--- src/rtl/fp_issue_wb_ctrl.sv ---
// fp_issue_wb_ctrl
// Issue and writeback controller for the two fixed-latency FP units
// (unit 0 = fadd_sub, unit 1 = fmul). A slot array tracks in-flight results
// by cycles-to-arrival. It stops RAW/WAW hazards and writeback collisions
// at issue time. Results are collected into one registered writeback port.
module fp_issue_wb_ctrl #(
    parameter int LAT0    = 3,
    parameter int LAT1    = 4,
    parameter int MAX_LAT = (LAT0 > LAT1) ? LAT0 : LAT1
) (
    input  logic               clk,
    input  logic               rst,
    input  logic               in_valid,
    output logic               in_ready,
    input  logic               in_unit,
    input  logic [4:0]         in_rd,
    input  logic               in_fp_write,
    input  logic [14:0]        in_rs,
    input  logic [2:0]         in_rs_use,
    output logic [1:0]         start_o,
    output logic               en_o,
    output logic [MAX_LAT-1:0] clear_o,
    input  logic               flush_i,
    input  logic               wb_stall_i,
    input  logic [1:0]         res_valid_i,
    input  logic [31:0]        res_data0_i,
    input  logic [31:0]        res_data1_i,
    output logic               wb_valid,
    output logic [4:0]         wb_rd,
    output logic               wb_fp,
    output logic [31:0]        wb_data,
    output logic               err_o
);

    // Slot k holds the op whose result arrives k cycles from now.
    logic       slot_v_q    [1:MAX_LAT];
    logic [4:0] slot_rd_q   [1:MAX_LAT];
    logic       slot_fp_q   [1:MAX_LAT];
    logic       slot_unit_q [1:MAX_LAT];
    logic       slot_v_d    [1:MAX_LAT];
    logic [4:0] slot_rd_d   [1:MAX_LAT];
    logic       slot_fp_d   [1:MAX_LAT];
    logic       slot_unit_d [1:MAX_LAT];

    logic        wb_valid_q, wb_valid_d;
    logic [4:0]  wb_rd_q,    wb_rd_d;
    logic        wb_fp_q,    wb_fp_d;
    logic [31:0] wb_data_q,  wb_data_d;
    logic        err_q,      err_d;

    logic en_s;
    logic hazard_s;
    logic waw_s;
    logic slot_free_s;
    logic in_ready_s;
    logic issue_s;
    logic s1_miss_s;
    logic spurious_s;
    int   issue_lat_s;

    assign en_s        = ~wb_stall_i;
    assign issue_lat_s = in_unit ? LAT1 : LAT0;

    // Hazard, WAW and writeback-slot availability for the presented instruction.
    always_comb begin
        hazard_s    = 1'b0;
        waw_s       = 1'b0;
        slot_free_s = 1'b1;
        for (int k = 1; k <= MAX_LAT; k++) begin
            for (int j = 0; j < 3; j++) begin
                hazard_s = hazard_s | (slot_v_q[k] & slot_fp_q[k] & in_rs_use[j] &
                                       (in_rs[j*5 +: 5] == slot_rd_q[k]));
            end
            waw_s = waw_s | (slot_v_q[k] & (in_rd == slot_rd_q[k]) &
                             (in_fp_write == slot_fp_q[k]));
            // The slot one cycle behind ours would reach our landing slot
            // in the same cycle as the new op.
            slot_free_s = slot_free_s & ~(slot_v_q[k] & (k == issue_lat_s + 1));
        end
        for (int j = 0; j < 3; j++) begin
            hazard_s = hazard_s | (wb_valid_q & wb_fp_q & in_rs_use[j] &
                                   (in_rs[j*5 +: 5] == wb_rd_q));
        end
        waw_s = waw_s | (wb_valid_q & (in_rd == wb_rd_q) & (in_fp_write == wb_fp_q));
    end

    assign in_ready_s = en_s & ~flush_i & ~hazard_s & ~waw_s & slot_free_s;
    // Units share our reset, so no start pulse is sent while it is asserted.
    assign issue_s    = in_valid & in_ready_s & rst;

    // Next slot contents: flush clears, enable shifts and inserts, stall holds.
    always_comb begin
        for (int k = 1; k <= MAX_LAT; k++) begin
            slot_v_d[k]    = slot_v_q[k];
            slot_rd_d[k]   = slot_rd_q[k];
            slot_fp_d[k]   = slot_fp_q[k];
            slot_unit_d[k] = slot_unit_q[k];
        end
        if (flush_i) begin
            for (int k = 1; k <= MAX_LAT; k++) begin
                slot_v_d[k] = 1'b0;
            end
        end else if (en_s) begin
            for (int k = 1; k < MAX_LAT; k++) begin
                slot_v_d[k]    = slot_v_q[k+1];
                slot_rd_d[k]   = slot_rd_q[k+1];
                slot_fp_d[k]   = slot_fp_q[k+1];
                slot_unit_d[k] = slot_unit_q[k+1];
            end
            slot_v_d[MAX_LAT]    = 1'b0;
            slot_rd_d[MAX_LAT]   = 5'd0;
            slot_fp_d[MAX_LAT]   = 1'b0;
            slot_unit_d[MAX_LAT] = 1'b0;
            for (int k = 1; k <= MAX_LAT; k++) begin
                if (issue_s && (k == issue_lat_s)) begin
                    slot_v_d[k]    = 1'b1;
                    slot_rd_d[k]   = in_rd;
                    slot_fp_d[k]   = in_fp_write;
                    slot_unit_d[k] = in_unit;
                end else begin
                    slot_v_d[k]    = slot_v_d[k];
                end
            end
        end else begin
            slot_v_d[1] = slot_v_q[1];
        end
    end

    // Next writeback register and sticky protocol-error flag.
    always_comb begin
        wb_valid_d = wb_valid_q;
        wb_rd_d    = wb_rd_q;
        wb_fp_d    = wb_fp_q;
        wb_data_d  = wb_data_q;
        if (flush_i) begin
            // Committed entry survives a flush; it is only retired if not stalled.
            wb_valid_d = wb_valid_q & ~en_s;
        end else if (en_s) begin
            if (slot_v_q[1]) begin
                wb_valid_d = 1'b1;
                wb_rd_d    = slot_rd_q[1];
                wb_fp_d    = slot_fp_q[1];
                wb_data_d  = slot_unit_q[1] ? res_data1_i : res_data0_i;
            end else begin
                wb_valid_d = 1'b0;
            end
        end else begin
            wb_valid_d = wb_valid_q;
        end

        s1_miss_s  = slot_v_q[1] & ~res_valid_i[slot_unit_q[1]];
        spurious_s = (res_valid_i[0] & ~(slot_v_q[1] & ~slot_unit_q[1])) |
                     (res_valid_i[1] & ~(slot_v_q[1] &  slot_unit_q[1]));
        err_d      = err_q | (en_s & ~flush_i & (s1_miss_s | spurious_s));
    end

    // State registers with asynchronous active-low reset.
    always_ff @(posedge clk or negedge rst) begin
        if (!rst) begin
            for (int k = 1; k <= MAX_LAT; k++) begin
                slot_v_q[k]    <= 1'b0;
                slot_rd_q[k]   <= 5'd0;
                slot_fp_q[k]   <= 1'b0;
                slot_unit_q[k] <= 1'b0;
            end
            wb_valid_q <= 1'b0;
            wb_rd_q    <= 5'd0;
            wb_fp_q    <= 1'b0;
            wb_data_q  <= 32'd0;
            err_q      <= 1'b0;
        end else begin
            for (int k = 1; k <= MAX_LAT; k++) begin
                slot_v_q[k]    <= slot_v_d[k];
                slot_rd_q[k]   <= slot_rd_d[k];
                slot_fp_q[k]   <= slot_fp_d[k];
                slot_unit_q[k] <= slot_unit_d[k];
            end
            wb_valid_q <= wb_valid_d;
            wb_rd_q    <= wb_rd_d;
            wb_fp_q    <= wb_fp_d;
            wb_data_q  <= wb_data_d;
            err_q      <= err_d;
        end
    end

    assign in_ready = in_ready_s;
    assign en_o     = en_s;
    assign start_o  = {issue_s & in_unit, issue_s & ~in_unit};
    assign clear_o  = flush_i ? {MAX_LAT{1'b1}} : {MAX_LAT{1'b0}};
    assign wb_valid = wb_valid_q;
    assign wb_rd    = wb_rd_q;
    assign wb_fp    = wb_fp_q;
    assign wb_data  = wb_data_q;
    assign err_o    = err_q;

endmodule

--- config.mk ---
export PLATFORM = sky130hd
export DESIGN_NAME = fp_issue_wb_ctrl
export DESIGN_NICKNAME = d
export VERILOG_FILES = /design/src/rtl/fp_issue_wb_ctrl.sv
export SDC_FILE = /design/constraint.sdc
export NUM_CORES = 1
export LEC_CHECK = 0
export ABC_AREA = 1
export BUFFER_PORTS_ARGS = -buffer_cell sky130_fd_sc_hd__buf_2
export CORE_MARGIN = 3
export CORE_UTILIZATION = 50
export CTS_BUF_LIST = sky130_fd_sc_hd__clkbuf_4
export CTS_CLUSTER_DIAMETER = 100
export DETAILED_ROUTE_END_ITERATION = 16
export GPL_TIMING_DRIVEN = 0
export PLACE_DENSITY = 0.76
export SYNTH_ARGS = -nofsm -noshare
export SYNTH_HDL_FRONTEND = slang
export SYNTH_SLANG_ARGS = --single-unit
export TNS_END_PERCENT = 1
--- constraint.sdc ---
create_clock -name clk -period 2.7 [get_ports clk]
set_input_delay 0 -clock clk [delete_from_list [all_inputs] [get_ports clk]]
set_output_delay 0 -clock clk [all_outputs]
set_load 0.01 [all_outputs]
* Word-level counts from Yosys, hierarchy flattened *
Cells that the tools add are included.

storage, ports and cells
  register bits = 72
  logic and storage cells = 191

operators by class
  add/sub/neg operators = 1
  order comparisons = 1
  equal/unequal tests = 34
  muxes and demuxes = 27
  bitwise logic cells = 101
  reduce and logical (&&, ||, !) cells = 6

operator list
  cell                   count
  $eq A5 B5 Y1           20
  $and A1 B1 Y1          67
  $eq A3 B32 Y1 const A  2
  $eq A2 B32 Y1 const A  1
  $mux W32               1
  $or A1 B1 Y1           21
  $mux W5                4
  $mux W1                18
  $not A1 Y1             13
  $mux W4                2
  $eq A2 B3 Y1 const A   2
  $mux W3                2
  $eq A1 B1 Y1           5
  $add A3 B1 Y4 const B  1
  $eq A3 B4 Y1 const A   1
  $logic_and A1 B1 Y1    4
  $eq A1 B3 Y1 const A   1
  $eq A3 B3 Y1 const A   1
  $reduce_and A3 Y1      1
  $lt A1 B2 Y1 const B   1
  $ne A2 B2 Y1 const B   1
  $reduce_and A2 Y1      1

* Logic depth before layout (Yosys ltp) *
Gate-level depths: netlist of the first run.

  depth after elaboration = 27
  gate-level depth with buffers = 15

* Least setup slack after synthesis of the first run *
Ideal clock, no wire load.

  path type = register -> register
  start point = register wb_rd_q[3], in the netlist wb_rd[3]
  end point = register slot_fp_q[0] (netlist bit)
  setup time = 0.082 ns
  data arrival time = 1.539 ns
  data required time = 2.618 ns
  slack = 1.079 ns
  cell stages (with the launch flop) = 11
  cell sequence = dfrtp_1 -> buf_2 -> xor2_1 -> nor2_1 -> nand3_1 -> nand2_2 -> nor2_4 -> nand3_4 -> nor2_8 -> nand3_4 -> o22ai_2

on the way
  longest elaborated chain between the ends = 13
  elaborated cells between the ends (all ways) = 22
  classes of those cells = eq/ne (4); mux (1); bitwise (16); reduce/logical (1)

ends and longest elaborated chain
  what                           RTL line  RTL
  start, declared                46        logic [4:0] wb_rd_q, wb_rd_d;
  start signal, assigned         179       wb_rd_q <= wb_rd_d;
  $eq A5 B5 Y1                   82        (in_rs[j*5 +: 5] == wb_rd_q));
  $and A1 B1 Y1                  81        hazard_s = hazard_s | (wb_valid_q & wb_fp_q & in_rs_use[j] &
  $or A1 B1 Y1 (3 in series)     81
  $not A1 Y1                     87        assign in_ready_s = en_s & ~flush_i & ~hazard_s & ~waw_s & slot_free_s;
  $and A1 B1 Y1                  87
  $and A1 B1 Y1 * (2 in series)  87
  named net in_ready             14        output logic in_ready,
  $and A1 B1 Y1 * (2 in series)  89        assign issue_s = in_valid & in_ready_s & rst;
  $logic_and A1 B1 Y1 *          115       if (issue_s && (k == issue_lat_s)) begin
  $mux W1 *                      115
  end signal, assigned by index  175       slot_fp_q[k] <= slot_fp_d[k];
  end, declared                  38        logic slot_fp_q [1:MAX_LAT];

Mark *: on every way through the listed nets, which the timed path passes. The rest lies on a longest branch.
A chain may end at the register's enable or synchronous reset.

* Worst setup path after layout of the first run *
  start point = register wb_rd_q[4], in the netlist wb_rd[4]
  end point = register slot_v_q[0] (netlist bit)

on the way
  longest elaborated chain between the ends = 15
  elaborated cells between the ends (all ways) = 24
  classes of those cells = eq/ne (4); mux (3); bitwise (16); reduce/logical (1)

ends and longest elaborated chain
  what                           RTL line  RTL
  $eq A5 B5 Y1                   82
  $and A1 B1 Y1                  81
  $or A1 B1 Y1 (3 in series)     81
  $not A1 Y1                     87
  $and A1 B1 Y1                  87
  $and A1 B1 Y1 * (2 in series)  87
  $and A1 B1 Y1 * (2 in series)  89
  $logic_and A1 B1 Y1 *          115
  $mux W1 *                      115
  $mux W3 *                      103       end else if (en_s) begin
  $mux W4 *                      99        if (flush_i) begin
  end signal, assigned by index  173       slot_v_q[k] <= slot_v_d[k];
  end, declared                  36        logic slot_v_q [1:MAX_LAT];

Every way passes the cells marked *; elsewhere a longest branch is shown, timed or not. The select of a mux whose other input is x is not followed.

==> summary.md, run 1 <==
| Metric | Value |
|---|---|
| Cell count after synthesis | `807` |
| Die Y | `107 um` |
| Port Buffers | `135` |
| DRC Markers | `0` |
| Netlist Area Pre-Place | `0.00513 mm2` |
| Gr ovfl total | `0` |
| Depth of the CTS H-tree | `3` |
| # IOs | `144` |
| Clk_lat worst skew | `0.42 ns` |
| Final setup fails | `0` |
| Setup CP Type | `reg2reg` |
| CTS root buf | `clkbuf_4` |
| Finished Layout Cells | `1167` |
| R2R depth | `13` |
| CTS tree | `yes` |
| Worst EP arrival | `2.79 ns` |
| All-Layer GR Usage | `0.373` |
| Worst hold path type | `in2reg` |
| Drt wl/cell | `17.8 um` |
| Synthesis Warnings | `0` |
| Max Cap Viol | `0` |
| Cts bufs inserted | `9` |
| Hold Path Depth | `5` |
| Setup tns final | `0 ns` |
| Worst R2R End | `slot_v_q[0]` |
| Fraction of layout cells with a size suffix above 1 | `0.226` |
| Post-route cell area | `0.00689 mm2` |
| Status | `completed` |
| Startpoint types | `register` |
| Vias in the first global route | `6347` |
| Routed Antenna Nets | `0` |
| Max Freq | `404 MHz` |
| Final Hold Fails | `0` |
| Min Tclk post-route | `2.48 ns` |
| Worst slew pin tran | `0.657 ns` |
| Slew Viols, Final | `0` |
| Hpwl dp | `14500 um` |
| #FFs+latches synth | `72` |
| Critical R2R Launch | `wb_rd[4]` |
| Worst EP required | `3.01 ns` |
| Core Box Area | `0.00986 mm2` |
| Routed WL | `20800 um` |
| Final cycle utilization of the critical path | `0.917` |
| Largest net degree at the start of global routing | `68` |
| Pwr dens | `450 mW/mm2` |
| Mean post-synth cell area | `6.36 um2` |
| Routed vias | `6413` |
| Dpl cells | `1076` |
| Avg Vias per Cell | `5.50` |
| Clk sinks | `72` |
| Reg-to-reg setup timing slack | `0.22 ns` |
| Sequential area share after synthesis | `0.351` |
| Area Growth Syn to Fin | `34.2%` |
| HP Start | `res_valid_i[1]` |
| Clock skew | `0.0139 ns` |
| RSZ-0062 raised after global routing | `no` |
| Drt pass-1 iters | `5` |
| Clock Path Buffers | `2` |
| Starting Density | `0.520` |
| Hold endpoint | `err_o` |
| Worst vdd ir | `297 uV` |
| Netlist cell types | `30` |
| Leak Pwr | `3.72 nW` |
| Global-route wire length before repair | `33000 um` |
| Clock-pin slew on the worst setup and hold paths | `0.13 ns` |
| Initial antenna violation count | `0` |
| Final nets | `1125` |
| Routability Congestion | `0.977` |
| Post-placement cell area | `0.00601 mm2` |
| Die width | `107 um` |
| Total power | `0.00310 W` |
| Critical Path Sink Type | `register` |
| Die Area | `0.0115 mm2` |
| Syn nets | `903` |
| Antenna cells | `0` |
| Max FO, Critical Path | `9` |
| Rows | `36` |
| Initial DRC Count | `589` |
| Rel. slew slack | `0.562` |
flip-flops by register name, summed over array words and instances, names as in the netlist:
| name | flops |
|---|---|
| slot_rd_q | 20 |
| slot_unit_q | 4 |
| wb_valid | 1 |
| slot_fp_q | 4 |
| err_o | 1 |
| wb_data | 32 |
| wb_fp | 1 |
| wb_rd | 5 |
| slot_v_q | 4 |
what timing repair did:
item,in CTS,in global routing
hold buffers,75,0
endpoints found under the hold margin,117,0
gates resized for setup,0,0
buffers inserted,0,0
layout make-up:
class | count | area, um2
plain buffers | 35 | 168
clock buffers | 10 | 75.1
clock inverters | 6 | 60.1
fillers | 817 | 2970
inverters | 68 | 255
multi-input cells | 632 | 2910
flip-flops and latches | 72 | 1800
well taps | 133 | 166
repair buffers | 211 | 1460
cells in the final DEF (no fill, tap or decap), types with 3 or more instances in the layout:
cell / n
nand2_1: 333
buf_2: 151
nor2_1: 102
dlygate4sd3_1: 75
dfrtp_1: 72
nand3_1: 48
inv_2: 38
a31oi_1: 32
inv_1: 27
o21ai_0: 27
xor2_1: 22
a21oi_1: 14
clkbuf_1: 14
o21ai_1: 13
clkbuf_4: 10
nand4_1: 6
o22ai_2: 6
clkinv_1: 5
buf_4: 5
nor3_1: 4
xnor2_1: 3
nor2_2: 3
nand2_2: 3
o22ai_1: 3
clkinvlp_4: 3
worst max-delay path, stage by stage, from the launching register on:
cell,delay (ns)
dfrtp_1,0.47
inv_1,0.17
nand2_1,0.07
a21oi_1,0.25
nand3_1,0.21
nand2_1,0.10
inv_1,0.04
nand2_1,0.06
nor2_1,0.05
nand2_2,0.10
nor2_8,0.07
nand3_4,0.15
o21ai_2,0.07
dlygate4sd3_1,0.55
power breakdown:
group	leakage, nW	internal, W	total, W	switching, W
combinational	2.73	0.000447	0.00107	0.000619
clock	0.0637	0.000286	0.000704	0.000417
sequential	0.928	0.00120	0.00133	0.000138
cells by family (layout without fill, tap and decap cells):
kind of cell | after synthesis | count (layout) | share of synthesized area
AOI/OAI and AO/OA | 98 | 98 | 0.115
xor gates and xnor gates | 25 | 25 | 0.0427
buffers and inverters | 103 | 330 | 0.0824
DFF | 72 | 72 | 0.351
and+or+nand+nor | 509 | 509 | 0.409
Yosys cell counts, drive strengths merged:
cell    number  area share
nand2      336        0.25
nor2       108       0.087
dfrtp       72        0.35
inv         65       0.048
nand3       52       0.058
o21ai       42       0.042
a31oi       32       0.039
xor2        22       0.038
buf         21       0.022
a21oi       14       0.014
clkbuf      14       0.010
o22ai        9       0.018
nand4        7       0.011
nor3         4      0.0039
clkinv       3      0.0022
xnor2        3      0.0051
or2          2      0.0024
a31o         1      0.0017
worst max-delay path by stage:
stage	start	endpoint	slack, ns
after floorplan	wb_rd[3]	slot_fp_q[0]	1.08
after global placement	rst	slot_rd_q[9]	0.45
after detailed placement	slot_rd_q[6]	slot_rd_q[4]	0.77
after CTS	wb_rd[4]	slot_v_q[0]	0.25
after global routing	slot_rd_q[8]	slot_v_q[0]	0.06
final	wb_rd[4]	slot_v_q[0]	0.22
stage by stage:
step / worst slack, ns / util / hold WS (ns)
after floorplan: 1.08 / - / -0.296
after global placement: 0.454 / 0.606 / 0.261
after detailed placement: 0.773 / 0.609 / -0.168
after CTS: 0.251 / 0.699 / 0.00315
after global routing: 0.0551 / 0.699 / 0.0286
final: 0.224 / 0.699 / 0.0253
routing by layer:
layer / wire length [um] / up-vias / track usage
met5: 0 / - / 0
met4: 638 / 0 / 0.137
met3: 2170 / 58 / 0.0774
met2: 9870 / 426 / 0.616
met1: 8140 / 2933 / 0.483
li1: - / 2996 / -
No activity file was read; power rests on OpenSTA's default activity.
==> run 2: changes to the inputs <==
--- a/config.mk
+++ b/config.mk
@@ -5,7 +5,6 @@
 export SDC_FILE = /design/constraint.sdc
 export NUM_CORES = 1
 export LEC_CHECK = 0
-export ABC_AREA = 1
 export BUFFER_PORTS_ARGS = -buffer_cell sky130_fd_sc_hd__buf_2
 export CORE_MARGIN = 3
 export CORE_UTILIZATION = 50
@@ -13,7 +12,7 @@
 export CTS_CLUSTER_DIAMETER = 100
 export DETAILED_ROUTE_END_ITERATION = 16
 export GPL_TIMING_DRIVEN = 0
-export PLACE_DENSITY = 0.76
+export PLACE_DENSITY = 0.77
 export SYNTH_ARGS = -nofsm -noshare
 export SYNTH_HDL_FRONTEND = slang
 export SYNTH_SLANG_ARGS = --single-unit
==> summary.md, run 2 <==
| Metric | Value |
|---|---|
| Area Growth Syn to Fin | `34.7%` |
| Rel. slew slack | `0.395 (-0.167)` |
| Sequential area share after synthesis | `0.380 (+0.0290)` |
| Worst R2R End | `wb_data[30]` |
| Worst EP required | `2.96 ns (-0.05 ns)` |
| Post-synth top cells | `dfrtp_1, nand2_1, xor2_1` |
| Leak Pwr | `3.11 nW (-16%)` |
| Hold Path Depth | `3 (-2)` |
| Routed vias | `4725 (-26%)` |
| Cts bufs inserted | `9 (unchanged)` |
| Hpwl dp | `10300 um (-29%)` |
| Worst slew pin tran | `0.908 ns (+0.251 ns)` |
| # IOs | `144 (unchanged)` |
| Port Buffers | `121 (-10%)` |
| Reg-to-reg setup timing slack | `0.11 ns (-0.11 ns)` |
| Hold endpoint | `slot_v_q[0]` |
| Pre-CTS setup slack | `0.367 ns (-0.405 ns)` |
| Clock skew | `0.0155 ns (+0.00160 ns)` |
| # resized after CTS | `0 (unchanged)` |
| HP Start | `wb_stall_i` |
| All-Layer GR Usage | `0.316 (-0.0572)` |
| Max Freq | `386 MHz (-4.4%)` |
| Most frequent cells in the layout | `buf_2, dfrtp_1, dlygate4sd3_1` |
| Post-synth top area share | `0.380 (+0.0290)` |
| Commonest non-fill, non-tap cell in the layout | `buf_2` |
| Netlist cell types | `35 (+17%)` |
| Main synth FF type | `dfrtp_1` |
| Worst EP arrival | `2.85 ns (+0.06 ns)` |
| Worst vdd ir | `339 uV (+14%)` |
| Setup CP Type | `reg2reg` |
| Core Box Area | `0.00898 mm2 (-9.0%)` |
| RSZ-0062 raised after global routing | `no` |
| Largest net degree at the start of global routing | `75 (+10%)` |
| DRC Markers | `0 (unchanged)` |
| Starting Density | `0.528 (+0.00788)` |
| Worst Hold Slack | `0.0255 ns (+0.000238 ns)` |
| Max FO, Critical Path | `10 (+1)` |
| Final setup fails | `0 (unchanged)` |
| Clock Path Buffers | `2 (unchanged)` |
| CTS tree | `yes` |
| Die width | `103 um (-3.7%)` |
| Count leader, synth | `dfrtp_1` |
| Routed Antenna Nets | `0 (unchanged)` |
| Clk sinks | `72 (unchanged)` |
| Clock-pin slew on the worst setup and hold paths | `0.12 ns (about the same)` |
| Netlist Area Pre-Place | `0.00474 mm2 (-7.6%)` |
| Gr ovfl total | `0 (unchanged)` |
| Final Util | `0.711 (+0.0128)` |
| Drt pass-1 iters | `5 (unchanged)` |
| Die Area | `0.0107 mm2 (-7.2%)` |
| EDFF count, synth | `0 (unchanged)` |
| Cell accounting for the most synthesized area | `dfrtp_1` |
| Status | `completed` |
| Mean post-synth cell area | `9.26 um2 (+46%)` |
| Routability Congestion | `0.966 (-1.1%)` |
| Final nets | `815 (-28%)` |
| Max reg flops | `32 (unchanged)` |
| Fraction of layout cells with a size suffix above 1 | `0.276 (+0.0499)` |
| Min Tclk post-route | `2.59 ns (+0.113 ns)` |
| Rows | `34 (-5.6%)` |
| #FFs+latches synth | `72 (unchanged)` |
| Drt wl/cell | `19.1 um (+7.1%)` |
| Worst hold path type | `in2reg` |
| Global-route wire length before repair | `25700 um (-22%)` |
| Cell count after synthesis | `512 (-37%)` |
| Critical R2R Launch | `slot_unit_q[3]` |
| CTS root buf | `clkbuf_4` |
| Routed WL | `16200 um (-22%)` |
| Synthesis Warnings | `0 (unchanged)` |
| Final cycle utilization of the critical path | `0.959 (+0.0418)` |
| Startpoint types | `register` |
| R2R depth | `5 (-8)` |
| Slew Viols, Final | `0 (unchanged)` |
| Avg Vias per Cell | `5.56 (+1.2%)` |
| Antenna cells | `0 (unchanged)` |
| Max Cap Viol | `0 (unchanged)` |
| Initial antenna violation count | `0 (unchanged)` |
| Die Y | `103 um (-3.7%)` |
| Critical Path Sink Type | `register` |
| Pwr dens | `460 mW/mm2 (+2.2%)` |
| Clk_lat worst skew | `0.41 ns (about the same)` |
| Post-synth ARST share | `1.00 (unchanged)` |
| Synth top area cells | `dfrtp_1, xor2_1, xnor2_1` |
| Worst setup margin | `0.111 ns (-0.113 ns)` |
| Total power | `0.00294 W (-5.3%)` |
| Syn nets | `608 (-33%)` |
| Setup tns final | `0 ns (unchanged)` |
| Initial DRC Count | `337 (-43%)` |
| Vias in the first global route | `5016 (-21%)` |
| Final Hold Fails | `0 (unchanged)` |
| Depth of the CTS H-tree | `3 (unchanged)` |
run 2: logic make-up (layout without fill, tap and decap cells):
logic type | count (synthesis) | count (layout) | share of synthesized area
and+or+nand+nor | 162 | 162 | 0.166
xor gates and xnor gates | 105 | 105 | 0.194
buffers and inverters | 73 | 285 | 0.0945
muxes | 40 | 40 | 0.0860
DFF | 72 | 72 | 0.380
AOI/OAI and AO/OA | 60 | 60 | 0.0794
run 2: final cells by class:
| cell class | instances | area, um2 |
|---|---|---|
| plain buffers | 70 | 437 |
| clock buffers | 12 | 90.1 |
| clock inverters | 4 | 45.0 |
| fillers | 616 | 2590 |
| inverters | 3 | 11.3 |
| multi-input cells | 367 | 2490 |
| flip-flops and latches | 72 | 1800 |
| well taps | 126 | 158 |
| repair buffers | 196 | 1350 |
run 2: how the worst max path moves through the flow:
stage	startpoint	end
2_1_floorplan	wb_rd[0]	slot_rd_q[7]
3_3_place_gp	rst	slot_rd_q[8]
3_5_place_dp	slot_rd_q[18]	slot_fp_q[0]
4_1_cts	slot_rd_q[18]	start_o[0]
5_1_grt	wb_rd[2]	start_o[0]
6_report	slot_unit_q[3]	wb_data[30]
run 2: worst max-delay path: stages, from the launching register on:
cell and delay (ns):
dfrtp_1 0.34, clkbuf_1 0.41, clkbuf_1 0.62, mux2i_1 0.34, dlygate4sd3_1 0.63, a21oi_1 0.10
run 2: what timing repair did:
item / CTS / global route
setup endpoints to repair: 1 / 1
pin swaps: 1 / 1
hold endpoints to repair: 117 / 0
hold buffers: 72 / 0
setup buffers: 1 / 2
run 2: report_power, final:
group	internal, W	leakage, nW	total [W]	switching, W
Clock	0.000309	0.0726	0.000681	0.000372
Combinational	0.000462	2.07	0.000975	0.000513
Sequential	0.00120	0.968	0.00128	0.0000819
run 2: per-layer routing:
layer | up-vias | part of all wire | GRT usage
met3 | 59 | 0.081 | 0.0718
met1 | 2264 | 0.38 | 0.376
met5 | - | 0 | 0
li1 | 2113 | - | -
met4 | 0 | 0.043 | 0.158
met2 | 289 | 0.49 | 0.535
run 2: through the flow:
step                instances  instance area [um2]
finish                    850                 6390
global route              850                 6390
CTS                       848                 6370
detailed placement        759                 5510
global placement          759                 5510
floorplan                 512                 4740
==> run 3: changes to the inputs <==
--- a/config.mk
+++ b/config.mk
@@ -7,12 +7,12 @@
 export LEC_CHECK = 0
 export BUFFER_PORTS_ARGS = -buffer_cell sky130_fd_sc_hd__buf_2
 export CORE_MARGIN = 3
-export CORE_UTILIZATION = 50
+export CORE_UTILIZATION = 58
 export CTS_BUF_LIST = sky130_fd_sc_hd__clkbuf_4
 export CTS_CLUSTER_DIAMETER = 100
 export DETAILED_ROUTE_END_ITERATION = 16
 export GPL_TIMING_DRIVEN = 0
-export PLACE_DENSITY = 0.77
+export PLACE_DENSITY = 0.88
 export SYNTH_ARGS = -nofsm -noshare
 export SYNTH_HDL_FRONTEND = slang
 export SYNTH_SLANG_ARGS = --single-unit
==> summary.md, run 3 (synthesized netlist as in run 2, its figures left out) <==
| Metric | Value |
|---|---|
| Status | `complete, but fails checks` |
| Failing checks | `negative setup slack` |
| Min Tclk post-route | `2.79 ns (+0.205 ns)` |
| Global-route wire length before repair | `28500 um (+11%)` |
| Routed Antenna Nets | `0 (unchanged)` |
| R2R depth | `5 (unchanged)` |
| Post-route cell area | `0.00643 mm2 (+0.73%)` |
| Worst EP arrival | `2.79 ns (-0.06 ns)` |
| Gr ovfl total | `0 (unchanged)` |
| Initial antenna violation count | `1 (+1)` |
| Rows | `32 (-5.9%)` |
| Leak Pwr | `3.15 nW (+1.2%)` |
| Port Buffers | `121 (unchanged)` |
| Comb pwr share | `0.317 (-0.015)` |
| Critical R2R Launch | `slot_unit_q[3]` |
| Clock-pin slew on the worst setup and hold paths | `0.14 ns (+0.02 ns)` |
| Final Hold Fails | `0 (unchanged)` |
| Core Box Area | `0.00785 mm2 (-13%)` |
| Worst R2R End | `wb_data[29]` |
| RSZ-0062 raised after global routing | `yes` |
| Worst vdd ir | `498 uV (+47%)` |
| Setup CP Type | `reg2out` |
| CTS tree | `yes` |
| Slew Viols, Final | `0 (unchanged)` |
| # IOs | `144 (unchanged)` |
| Final nets | `816 (+0.12%)` |
| Depth of the CTS H-tree | `3 (unchanged)` |
| Clk sinks | `72 (unchanged)` |
| CTS root buf | `clkbuf_4` |
| Switching share of power | `0.339 (+0.0101)` |
| Clock Path Buffers | `2 (unchanged)` |
| Routed vias | `5185 (+9.7%)` |
| Initial DRC Count | `676 (+100%)` |
| Routability Congestion | `0.922 (-4.5%)` |
| Most frequent cells in the layout | `buf_2, dlygate4sd3_1, dfrtp_1` |
| Largest net degree at the start of global routing | `75 (unchanged)` |
| Final cycle utilization of the critical path | `1.03 (+0.0760)` |
| Sw power | `0.00110 W (+14%)` |
| Startpoint types | `register` |
| Total power | `0.00325 W (+11%)` |
| Routed WL | `19100 um (+18%)` |
| Worst EP required | `2.70 ns (-0.26 ns)` |
| Die Area | `0.00930 mm2 (-13%)` |
| Rel. slew slack | `0.381 (-0.0135)` |
| Hpwl dp | `10200 um (-0.92%)` |
| Area Growth Syn to Fin | `35.6%` |
| All-Layer GR Usage | `0.421 (+0.105)` |
| Fraction of layout cells with a size suffix above 1 | `0.280 (+0.00376)` |
| Die width | `96.4 um (-6.7%)` |
| Worst hold path type | `in2reg` |
| Reg-to-reg setup timing slack | `-0.04 ns (-0.15 ns)` |
| Max reg flops | `32 (unchanged)` |
| Int Pwr | `0.00215 W (+9.1%)` |
| Drt pass-1 iters | `6 (+1)` |
| Vias in the first global route | `5287 (+5.4%)` |
| Commonest non-fill, non-tap cell in the layout | `buf_2` |
| Drt wl/cell | `23.1 um (+21%)` |
| Avg Vias per Cell | `6.26 (+13%)` |
| Post-placement cell area | `0.00548 mm2 (-0.55%)` |
| DRC Markers | `0 (unchanged)` |
| Register share of total power | `0.397 (-0.039)` |
| Cts bufs inserted | `9 (unchanged)` |
| Max Cap Viol | `0 (unchanged)` |
| Clk_lat worst skew | `0.43 ns (+0.02 ns)` |
| Max Freq | `358 MHz (-7.3%)` |
| Worst setup margin | `-0.0942 ns (-0.205 ns)` |
| Final setup fails | `3 (+3)` |
| Starting Density | `0.604 (+0.0760)` |
| Die Y | `96.4 um (-6.7%)` |
| Clock power share | `0.286 (+0.054)` |
| Pwr dens | `506 mW/mm2 (+10%)` |
| HP Start | `res_valid_i[0]` |
| Max FO, Critical Path | `9 (-1)` |
| Clock skew | `0.0233 ns (+0.00779 ns)` |
| Hold Path Depth | `5 (+2)` |
| Hold endpoint | `err_o` |
| Fillcell total | `417 (-32%)` |
| Critical Path Sink Type | `output pin` |
| Final Util | `0.820 (+0.108)` |
| Worst slew pin tran | `0.928 ns (+0.0202 ns)` |
==> run 3: metrics by stage <==
stage | hold WS [ns] | setup TNS (ns) | setup slack, ns | cells
2_1_floorplan | -0.296 | 0 | 0.494 | 512
3_3_place_gp | 0.275 | 0 | 0.127 | 735
3_5_place_dp | 0.180 | 0 | 0.354 | 735
4_1_cts | 0.0979 | -0.0206 | -0.0206 | 827
5_1_grt | 0.209 | -0.292 | -0.212 | 828
6_report | 0.165 | -0.144 | -0.0942 | 828
==> run 3: power groups by stage <==
stage	sequential (W)	clock (W)	combinational [W]
final	0.00129	0.000929	0.00103
after global routing	0.00130	0.000962	0.00109
after CTS	0.00127	0.000893	0.000934
after detailed placement	0.00129	0	0.000808
after global placement	0.00128	0	0.000775
after floorplan	0.00132	0	0.000470
==> run 3: what timing repair did <==
item / 4_1_cts / 5_1_grt
setup buffers: 1 / 0
hold buffers: 75 / 0
pin swaps: 1 / 0
gates resized for setup: 0 / 3
endpoints found under the setup margin: 2 / 9
endpoints found under the hold margin: 118 / 0
==> run 3: final cells by class <==
cell class | instances | area [um2] | area share
clock inverter | 6 | 115 | 0.0179
sequential | 72 | 1800 | 0.280
multi-input combinational | 367 | 2490 | 0.387
buffer | 70 | 440 | 0.0685
inverter | 3 | 11.3 | 0.00175
clock buffer | 10 | 75.1 | 0.0117
antenna | 1 | 2.50 | 0.000389
timing repair buffer | 197 | 1370 | 0.212
tap | 102 | 128 | 0.0198
==> run 3: critical path, stage by stage (launching register included) <==
cell and delay, ns:
dfrtp_1 0.40, buf_4 0.17, xor2_1 0.17, nor4_1 0.09, nand4_1 0.15, nand4_1 0.09, or4b_1 0.56, buf_6 0.17
nor3_4 0.34, buf_2 0.21
==> run 3: worst max-delay path by stage <==
stage / startpoint / to / slack [ns]
global route: wb_rd[2] / start_o[0] / -0.21
CTS: wb_rd[0] / start_o[0] / -0.02
global placement: rst / slot_rd_q[8] / 0.13
finish: wb_rd[0] / start_o[0] / -0.09
floorplan: wb_rd[0] / slot_rd_q[7] / 0.49
detailed placement: wb_rd[0] / slot_rd_q[7] / 0.35
==> run 3: metal layers <==
layer | GRT usage | part of all wire
met5 | 0 | 0
met4 | 0.303 | 0.091
met3 | 0.105 | 0.11
met2 | 0.714 | 0.49
met1 | 0.455 | 0.32
